<file path="config.mk">
export PLATFORM = sky130hd
export DESIGN_NAME = core_fetch_unit_flat
export DESIGN_NICKNAME = d
export VERILOG_FILES = /design/src/rtl/core_fetch_unit_pkg.sv /design/src/rtl/core_fetch_unit_if.sv /design/src/rtl/core_fetch_unit_fetch_buffer.sv /design/src/rtl/core_fetch_unit.sv /design/src/flat_wrapper.sv
export SDC_FILE = /design/constraint.sdc
export NUM_CORES = 1
export LEC_CHECK = 0
export CAP_MARGIN = 20
export CORE_MARGIN = 2
export CORE_UTILIZATION = 51
export CTS_BUF_LIST = sky130_fd_sc_hd__clkbuf_16
export DETAILED_ROUTE_END_ITERATION = 6
export PLACE_DENSITY = 0.85
export SYNTH_ARGS = -nofsm -noshare
export SYNTH_HDL_FRONTEND = slang
export SYNTH_SLANG_ARGS = --single-unit
</file>
<file path="constraint.sdc">
create_clock -name i_clk -period 2.3 [get_ports i_clk]
set_clock_uncertainty 0.05 [all_clocks]
set_input_delay 0.345 -clock i_clk [delete_from_list [all_inputs] [get_ports i_clk]]
set_output_delay 0.345 -clock i_clk [all_outputs]
set_load 0.01 [all_outputs]
</file>
<file path="src/rtl/core_fetch_unit_pkg.sv">
// Shared core types for the fetch stage: widths, reset PC and the fetch entry handed to decode.
package core_fetch_unit_pkg;

    localparam int PC_W   = 15;
    localparam int INST_W = 16;

    localparam logic [PC_W-1:0] DEFAULT_RESET_PC = 15'h0000;

    typedef struct packed {
        logic [PC_W-1:0]   pc;
        logic [INST_W-1:0] inst;
    } fetch_entry_t;

    // Word-address increment; wraps from 15'h7FFF to 15'h0000.
    function automatic logic [PC_W-1:0] pc_inc(input logic [PC_W-1:0] pc);
        return pc + PC_W'(1);
    endfunction

endpackage

</file>
<file path="src/rtl/core_fetch_unit_if.sv">
// Fetch-stage bus: instruction-memory side plus the decode valid/ready handshake.
interface core_fetch_unit_if;
    import core_fetch_unit_pkg::*;

    logic [PC_W-1:0]   o_iAddr;
    logic              i_iIsBusy;
    logic [INST_W-1:0] i_iData;
    logic              i_halt;
    logic              i_jmpEn;
    logic [PC_W-1:0]   i_jmpAddr;
    logic              o_instVld;
    logic [INST_W-1:0] o_inst;
    logic [PC_W-1:0]   o_instPc;
    logic              i_instRdy;

    modport master (
        output o_iAddr, o_instVld, o_inst, o_instPc,
        input  i_iIsBusy, i_iData, i_halt, i_jmpEn, i_jmpAddr, i_instRdy
    );

    modport slave (
        input  o_iAddr, o_instVld, o_inst, o_instPc,
        output i_iIsBusy, i_iData, i_halt, i_jmpEn, i_jmpAddr, i_instRdy
    );

endinterface

</file>
<file path="src/rtl/core_fetch_unit_fetch_buffer.sv">
// In-order FIFO of fetch entries; flush wins over push and pop, storage is cleared on reset.
module fetch_buffer
    import core_fetch_unit_pkg::*;
#(
    parameter int BUF_DEPTH = 2
) (
    input  logic         clk,
    input  logic         rst,
    input  logic         push,
    input  logic         pop,
    input  logic         flush,
    input  fetch_entry_t din,
    output fetch_entry_t dout,
    output logic         empty,
    output logic         full
);

    localparam int AW = $clog2(BUF_DEPTH);

    fetch_entry_t  mem [BUF_DEPTH];
    logic [AW-1:0] wptr_r;
    logic [AW-1:0] rptr_r;
    logic [AW:0]   count_r;
    logic          do_push_s;
    logic          do_pop_s;

    // Qualify requests so the FIFO can never over- or underflow.
    always_comb begin
        do_pop_s  = pop && !empty;
        do_push_s = push && (!full || do_pop_s);
    end

    assign dout  = mem[rptr_r];
    assign empty = (count_r == (AW+1)'(0));
    assign full  = (count_r == (AW+1)'(BUF_DEPTH));

    // Pointer, count and storage update.
    always_ff @(posedge clk) begin
        if (rst) begin
            wptr_r  <= '0;
            rptr_r  <= '0;
            count_r <= '0;
            for (int i = 0; i < BUF_DEPTH; i++) begin
                mem[i] <= '0;
            end
        end else if (flush) begin
            wptr_r  <= '0;
            rptr_r  <= '0;
            count_r <= '0;
        end else begin
            if (do_push_s) begin
                mem[wptr_r] <= din;
                wptr_r      <= wptr_r + AW'(1);
            end
            if (do_pop_s) begin
                rptr_r <= rptr_r + AW'(1);
            end
            case ({do_push_s, do_pop_s})
                2'b10:   count_r <= count_r + (AW+1)'(1);
                2'b01:   count_r <= count_r - (AW+1)'(1);
                default: count_r <= count_r;
            endcase
        end
    end

endmodule

</file>
<file path="src/rtl/core_fetch_unit.sv">
// Instruction fetch stage: owns the PC, captures completed reads into a small FIFO for decode.
module core_fetch_unit
    import core_fetch_unit_pkg::*;
#(
    parameter logic [PC_W-1:0] RESET_PC  = DEFAULT_RESET_PC,
    parameter int              BUF_DEPTH = 2
) (
    input  logic              i_clk,
    input  logic              i_rst,
    core_fetch_unit_if.master fetch
);

    logic [PC_W-1:0] pc_r;
    logic            cap_s;
    logic            pop_s;
    logic            buf_empty_s;
    logic            buf_full_s;
    fetch_entry_t    din_s;
    fetch_entry_t    dout_s;

    // A redirect discards the returned word and any concurrent pop.
    always_comb begin
        pop_s = fetch.o_instVld && fetch.i_instRdy && !fetch.i_jmpEn;
        cap_s = !fetch.i_iIsBusy && !fetch.i_halt && !fetch.i_jmpEn
                && (!buf_full_s || pop_s);
        din_s = '{pc: pc_r, inst: fetch.i_iData};
    end

    // Program counter: reset, then redirect, then advance on capture.
    always_ff @(posedge i_clk) begin
        if (i_rst) begin
            pc_r <= RESET_PC;
        end else if (fetch.i_jmpEn) begin
            pc_r <= fetch.i_jmpAddr;
        end else if (cap_s) begin
            pc_r <= pc_inc(pc_r);
        end else begin
            pc_r <= pc_r;
        end
    end

    fetch_buffer #(
        .BUF_DEPTH (BUF_DEPTH)
    ) u_buf (
        .clk   (i_clk),
        .rst   (i_rst),
        .push  (cap_s),
        .pop   (pop_s),
        .flush (fetch.i_jmpEn),
        .din   (din_s),
        .dout  (dout_s),
        .empty (buf_empty_s),
        .full  (buf_full_s)
    );

    assign fetch.o_iAddr   = pc_r;
    assign fetch.o_instVld = !buf_empty_s;
    assign fetch.o_inst    = dout_s.inst;
    assign fetch.o_instPc  = dout_s.pc;

endmodule

</file>
<file path="src/flat_wrapper.sv">
// flat-port wrapper written by rule: the top's interface ports become plain ports
module core_fetch_unit_flat import core_fetch_unit_pkg::*;
#(
    parameter logic [PC_W-1:0] RESET_PC  = DEFAULT_RESET_PC,
    parameter int              BUF_DEPTH = 2
)
  (i_clk, i_rst, fetch_o_iAddr, fetch_o_instVld, fetch_o_inst, fetch_o_instPc, fetch_i_iIsBusy, fetch_i_iData, fetch_i_halt, fetch_i_jmpEn, fetch_i_jmpAddr, fetch_i_instRdy);
  core_fetch_unit_if fetch_i ();
  input  logic i_clk;
  input  logic i_rst;
  output wire logic [$bits(fetch_i.o_iAddr)-1:0] fetch_o_iAddr;
  output wire logic [$bits(fetch_i.o_instVld)-1:0] fetch_o_instVld;
  output wire logic [$bits(fetch_i.o_inst)-1:0] fetch_o_inst;
  output wire logic [$bits(fetch_i.o_instPc)-1:0] fetch_o_instPc;
  input wire logic [$bits(fetch_i.i_iIsBusy)-1:0] fetch_i_iIsBusy;
  input wire logic [$bits(fetch_i.i_iData)-1:0] fetch_i_iData;
  input wire logic [$bits(fetch_i.i_halt)-1:0] fetch_i_halt;
  input wire logic [$bits(fetch_i.i_jmpEn)-1:0] fetch_i_jmpEn;
  input wire logic [$bits(fetch_i.i_jmpAddr)-1:0] fetch_i_jmpAddr;
  input wire logic [$bits(fetch_i.i_instRdy)-1:0] fetch_i_instRdy;
  assign fetch_o_iAddr = fetch_i.o_iAddr;
  assign fetch_o_instVld = fetch_i.o_instVld;
  assign fetch_o_inst = fetch_i.o_inst;
  assign fetch_o_instPc = fetch_i.o_instPc;
  assign fetch_i.i_iIsBusy = fetch_i_iIsBusy;
  assign fetch_i.i_iData = fetch_i_iData;
  assign fetch_i.i_halt = fetch_i_halt;
  assign fetch_i.i_jmpEn = fetch_i_jmpEn;
  assign fetch_i.i_jmpAddr = fetch_i_jmpAddr;
  assign fetch_i.i_instRdy = fetch_i_instRdy;
  core_fetch_unit #(.RESET_PC(RESET_PC), .BUF_DEPTH(BUF_DEPTH)) u_core (.i_clk(i_clk), .i_rst(i_rst), .fetch(fetch_i));
endmodule
</file>
==> impl_metrics.ini, run 1 <==
[sta]
period_minus_slack_ns = 2.16
finalSetupViolCount = 0
drv_slew = 0
fmax_ghz = 0.462
slew_headroom_pct = 67.0
tns_ns = 0
worst_slew_pin_slew_ns = 0.491
fin_crit_sh_pct = 94.1
grt_setup_unrepaired = false
hold_violations = 0

[yosys]
yosysTopAreaCellShare_pct = 48.5
ys_ff_latch = 82
async_flop_share_pct = 0
ys_warn_count = 0
ys.flop_type = edfxtp_1
synth.area.top_cells = edfxtp_1 (49%), dfxtp_1 (10%), and2_1 (10%)
syn_area_per_cell_um2 = 12.6
syn_inst = 305
yosys.area.top_type = edfxtp_1
yosysSeqAreaShare_pct = 59.0
synth.net_count = 344
syn-cell-area_um2 = 3830
ys_types = 43
synth-edff-count = 62

[die]
core_um2 = 7250
row_count = 31
top_level_ports = 84
die_area_um2 = 8230
die_h_um = 90.7
die_width_um = 90.7
initial_utilization_pct = 52.9

[setup_path]
startpoint_type = flip-flop
worst-path-max-fanout = 31
critPathRequiredTime_ns = 1.90
crit_type = reg -> out
critPathCaptureType = output port
crit_arrival_ns = 1.77

[status]
status = finished clean

[clocking]
cts_sinks = 82
cts_buffers = 9
cts.repair.resized = 0
clk_pin_slew_ns = 0.06
root_buffer = clkbuf_16
cts_max_level = 3
cts_buffer_depth = 2
cts_tree = yes
worstSkewPairLatency_ns = 0.34
post_cts_buffers = 0
holdBufCountCts = 0

[detailed_routing]
ant_nets = 0
routed.top_layer = met4
drcViolationCount = 0
dr_wl_met2_mm = 4.22
m1WireLength_mm = 3.21
wl_met3_um = 511
drt_pass1_iterations = 5
vias_per_cell = 5.49
vias = 2745
drt_iter0_markers = 145
routedWlPerCell_um = 16.3
wirelength_mm = 8.14

[global_routing]
antenna_found_initial = 0
grt_overflow = 0
groute.usage.overall_pct = 20.6
grt_pass1_vias = 2776
grt_max_degree = 32
grt_pass1_wl_mm = 13.2

[power]
peakVddDrop_uv = 412
p_leak_nw = 1.84
p_total_mw = 3.46
power.density_nw_per_um2 = 671

[final_layout]
nNetsFinal = 435
syn_to_final_growth_pct = 34.4
diodes = 0
final_common_cell = clkdlybuf4s50_1
final_cell_mix = clkdlybuf4s50_1 (83), and2_1 (63), edfxtp_1 (62), mux2_2 (32), dfxtp_1 (20)
drive_gt1_share_pct = 17.2

[place]
gp_congestion = 0.839
post-dp-hpwl_mm = 5.46
port_buffers = 83

[flow_run]
max_cap_viol_count = 0

[worst_hold_path]
hold_path_class = reg -> reg
critical path, cell delays in order, from the launching register on:
cell and delay [ns]:
dfxtp_1 0.35, buf_12 0.21, mux2_2 0.37, clkdlybuf4s50_1 0.49
synth_stat cells (all sizes together), types with 7 or more instances:
master  count
and2       63
edfxtp     62
mux2       33
dfxtp      20
nor3       13
buf        11
a21oi      10
nand2      10
inv         9
a31oi       7
clkbuf      7
nor2        7
xnor2       7
power by group:
part,leakage (nW),switching (mW),internal [mW]
sequential,0.814,0.0436,1.65
clock,0.138,0.580,0.847
combinational,0.886,0.141,0.193
logic make-up (layout without fill, tap and decap cells):
group,after synthesis,in the layout,share of synthesized area (%)
simple gates,116,116,18.7
flops,82,82,59.0
compound gates,35,35,6.10
mux,34,34,9.95
buf+inv,27,123,3.52
xor+xnor,9,9,2.06
fa+ha+maj,2,2,0.652
stage by stage:
stage | hold WS (ns) | util, % | setup WS, ns | instance area [µm²] | cells
4_1_cts | 0.516 | 71.0 | 0.125 | 5150 | 500
5_1_grt | 0.530 | 71.0 | 0.0836 | 5150 | 500
2_1_floorplan | 0.440 | - | 0.139 | 3830 | 305
6_report | 0.510 | 71.0 | 0.135 | 5150 | 500
3_3_place_gp | 0.487 | 66.9 | -0.00750 | 4850 | 484
3_5_place_dp | 0.506 | 66.9 | -0.0324 | 4850 | 484
path summary, 6_finish.rpt:
path	to	slack [ns]	startpoint	depth (start not counted)
setup / recovery	fetch_o_instPc[5]	0.14	flip-flop	3
hold / removal	u_core.u_buf.rptr_r$_SDFFE_PP0P_	0.51	u_core.u_buf.rptr_r$_SDFFE_PP0P_	2
setup reg to reg	u_core.fetch.o_iAddr[10]$_SDFFE_PP0P_	0.33	u_core.fetch.o_iAddr[1]$_SDFFE_PP0P_	5
hold reg to reg	u_core.u_buf.rptr_r$_SDFFE_PP0P_	0.51	u_core.u_buf.rptr_r$_SDFFE_PP0P_	2
registers in the layout, indices dropped and copies added (netlist names), named ones only:
signal,cells
u_core.u_buf.rptr_r,1
u_core.u_buf.mem,62
u_core.fetch.o_iAddr,15
u_core.u_buf.count_r,2
u_core.u_buf.wptr_r,1
cell type report:
cell class	count	area, µm²
sequential	82	2260
multi-input combinational	196	1440
inverter	9	33.8
clock inverter	7	76.3
timing repair buffer	98	993
clock buffer	9	225
tap	99	124
fill	498	2100
routing by layer:
| layer | vias up | global-route usage (%) |
|---|---|---|
| li1 | 1293 | - |
| met1 | 1317 | 24.1 |
| met2 | 117 | 36.5 |
| met3 | 18 | 3.84 |
| met4 | 0 | 9.62 |
| met5 | - | 0 |
Power figures use the tool's default switching activity.
==> run 2, diff against run 1 <==
--- a/config.mk
+++ b/config.mk
@@ -6,11 +6,12 @@
 export NUM_CORES = 1
 export LEC_CHECK = 0
 export CAP_MARGIN = 20
+export CORE_ASPECT_RATIO = 0.9
 export CORE_MARGIN = 2
-export CORE_UTILIZATION = 51
+export CORE_UTILIZATION = 54
 export CTS_BUF_LIST = sky130_fd_sc_hd__clkbuf_16
 export DETAILED_ROUTE_END_ITERATION = 6
-export PLACE_DENSITY = 0.85
+export PLACE_DENSITY = 0.84
 export SYNTH_ARGS = -nofsm -noshare
 export SYNTH_HDL_FRONTEND = slang
 export SYNTH_SLANG_ARGS = --single-unit
==> constraint.sdc (replaced) <==
create_clock -name i_clk -period 2.69 [get_ports i_clk]
set_clock_uncertainty 0.05 [all_clocks]
set_input_delay 0.4035 -clock i_clk [delete_from_list [all_inputs] [get_ports i_clk]]
set_output_delay 0.4035 -clock i_clk [all_outputs]
set_load 0.01 [all_outputs]
==> impl_metrics.ini, run 2 (synthesis gave the netlist of run 1 again) <==
[clocking]
clk_pin_slew_ns = 0.05
holdBufCountCts = 0
root_buffer = clkbuf_16
cts_buffer_depth = 2
cts_tree = yes
post_cts_buffers = 0
cts_sinks = 82
cts_max_level = 3
cts.repair.resized = 0
cts_buffers = 9
worstSkewPairLatency_ns = 0.33

[power]
p_leak_nw = 1.82
p_switching_uw = 616
p_total_mw = 2.86
switching_share_pct = 21.6
power_frac_seq_pct = 50.8
internal_power_mw = 2.24
power.density_nw_per_um2 = 564
peakVddDrop_uv = 343
pwr-share-clk_pct = 39.3
comb_power_share_pct = 9.9

[die]
core_um2 = 6970
initial_utilization_pct = 55.0
die_h_um = 83.9
die_width_um = 92.8
die_area_um2 = 7790
top_level_ports = 84
row_count = 29

[setup_path]
worst-path-max-fanout = 31
startpoint_type = flip-flop
rr_endpoint = u_core.fetch.o_iAddr[10]$_SDFFE_PP0P_
crit_type = reg -> out
r2r_setup_slack_ns = 0.77
critPathRequiredTime_ns = 2.24
r2r_cells = 5
critPathCaptureType = output port
r2r-start = u_core.fetch.o_iAddr[1]$_SDFFE_PP0P_
crit_arrival_ns = 1.91

[detailed_routing]
drt_iter0_markers = 159
drt_pass1_iterations = 5
routedWlPerCell_um = 16.6
vias_per_cell = 5.57
vias = 2728
wirelength_mm = 8.14
ant_nets = 0
drcViolationCount = 0

[global_routing]
met3_usage_pct = 3.97
groute.usage.overall_pct = 21.6
antenna_found_initial = 0
grt_pass1_wl_mm = 13.0
top_usage_layer = met2
grt_max_degree = 32
met1_usage_pct = 27.9
use_met2_pct = 35.6
grt_overflow = 0
grt_pass1_vias = 2691

[sta]
worst_slew_pin_slew_ns = 0.558
drv_slew = 0
fmax_ghz = 0.423
grt_setup_unrepaired = false
hold_violations = 0
tns_ns = 0
slew_headroom_pct = 62.3
fin_crit_sh_pct = 87.8
finalSetupViolCount = 0
period_minus_slack_ns = 2.36

[place]
post-dp-hpwl_mm = 5.45
port_buffers = 83
gp_congestion = 0.845

[final_layout]
largest_reg_flops = 62
drive_gt1_share_pct = 15.6
syn_to_final_growth_pct = 32.1
final_common_cell = clkdlybuf4s50_1
diodes = 0
nNetsFinal = 431
top_register = u_core.u_buf.mem
final_cell_mix = clkdlybuf4s50_1 (83), and2_1 (63), edfxtp_1 (62), mux2_2 (32), dfxtp_1 (20)

[worst_hold_path]
hold_path_class = reg -> reg
hold_path_end = u_core.u_buf.count_r[1]$_SDFFE_PP0P_
whs_path_depth = 2
worstHoldStart = u_core.u_buf.count_r[1]$_SDFFE_PP0P_

[flow_run]
max_cap_viol_count = 0

[status]
status = finished clean
run 2: changes by cell type in the layout (fill, tap and decap cells not counted), sizes merged:
cell	before	now
buf	15	11
inv	11	12
clkinv	1	2
clkbuf	9	10
bufinv	1	0
clkinvlp	3	1
run 2: metrics by stage:
stage	setup WS, ns	std cells	area, µm²	hold slack (ns)	utilization [%]
after floorplan	0.470	305	3830	0.470	-
after global placement	0.289	474	4790	0.496	68.7
after detailed placement	0.269	474	4790	0.505	68.7
after CTS	0.305	490	5070	0.513	72.7
after global routing	0.257	490	5070	0.539	72.7
final	0.328	490	5070	0.514	72.7
run 2: worst max path at each step:
stage | from | endpoint | slack (ns)
after floorplan | fetch_i_jmpEn | u_core.u_buf.mem[0][0]$_SDFFCE_PN0P_ | 0.47
after global placement | fetch_i_jmpEn | u_core.u_buf.count_r[1]$_SDFFE_PP0P_ | 0.29
after detailed placement | fetch_i_jmpEn | u_core.u_buf.count_r[1]$_SDFFE_PP0P_ | 0.27
after CTS | flip-flop | fetch_o_instPc[1] | 0.30
after global routing | flip-flop | fetch_o_inst[1] | 0.26
final | flip-flop | fetch_o_instPc[0] | 0.33
run 2: cell type report:
class | instances | area [µm²]
clock buffers | 10 | 250
clock inverters | 6 | 27.5
fillers | 473 | 1900
inverters | 9 | 33.8
multi-input cells | 196 | 1440
flip-flops and latches | 82 | 2260
well taps | 93 | 116
repair buffers | 94 | 938
run 2: power by group through the flow:
stage	combinational [mW]	clock (mW)	sequential (mW)
after global placement	0.278	0	1.47
after CTS	0.284	1.13	1.45
after detailed placement	0.281	0	1.48
after global routing	0.301	1.16	1.46
final	0.282	1.12	1.45
after floorplan	0.117	0	1.47
run 2: per-layer routing:
metal / wire length (µm) / vias up
met5: 0 / -
li1: - / 1292
met3: 553 / 16
met2: 4090 / 119
met1: 3350 / 1301
met4: 151 / 0
run 2: worst max-delay path, cell delays in order (launching register included):
cell	delay, ns
dfxtp_1	0.31
buf_4	0.37
mux2_2	0.41
clkdlybuf4s50_1	0.48
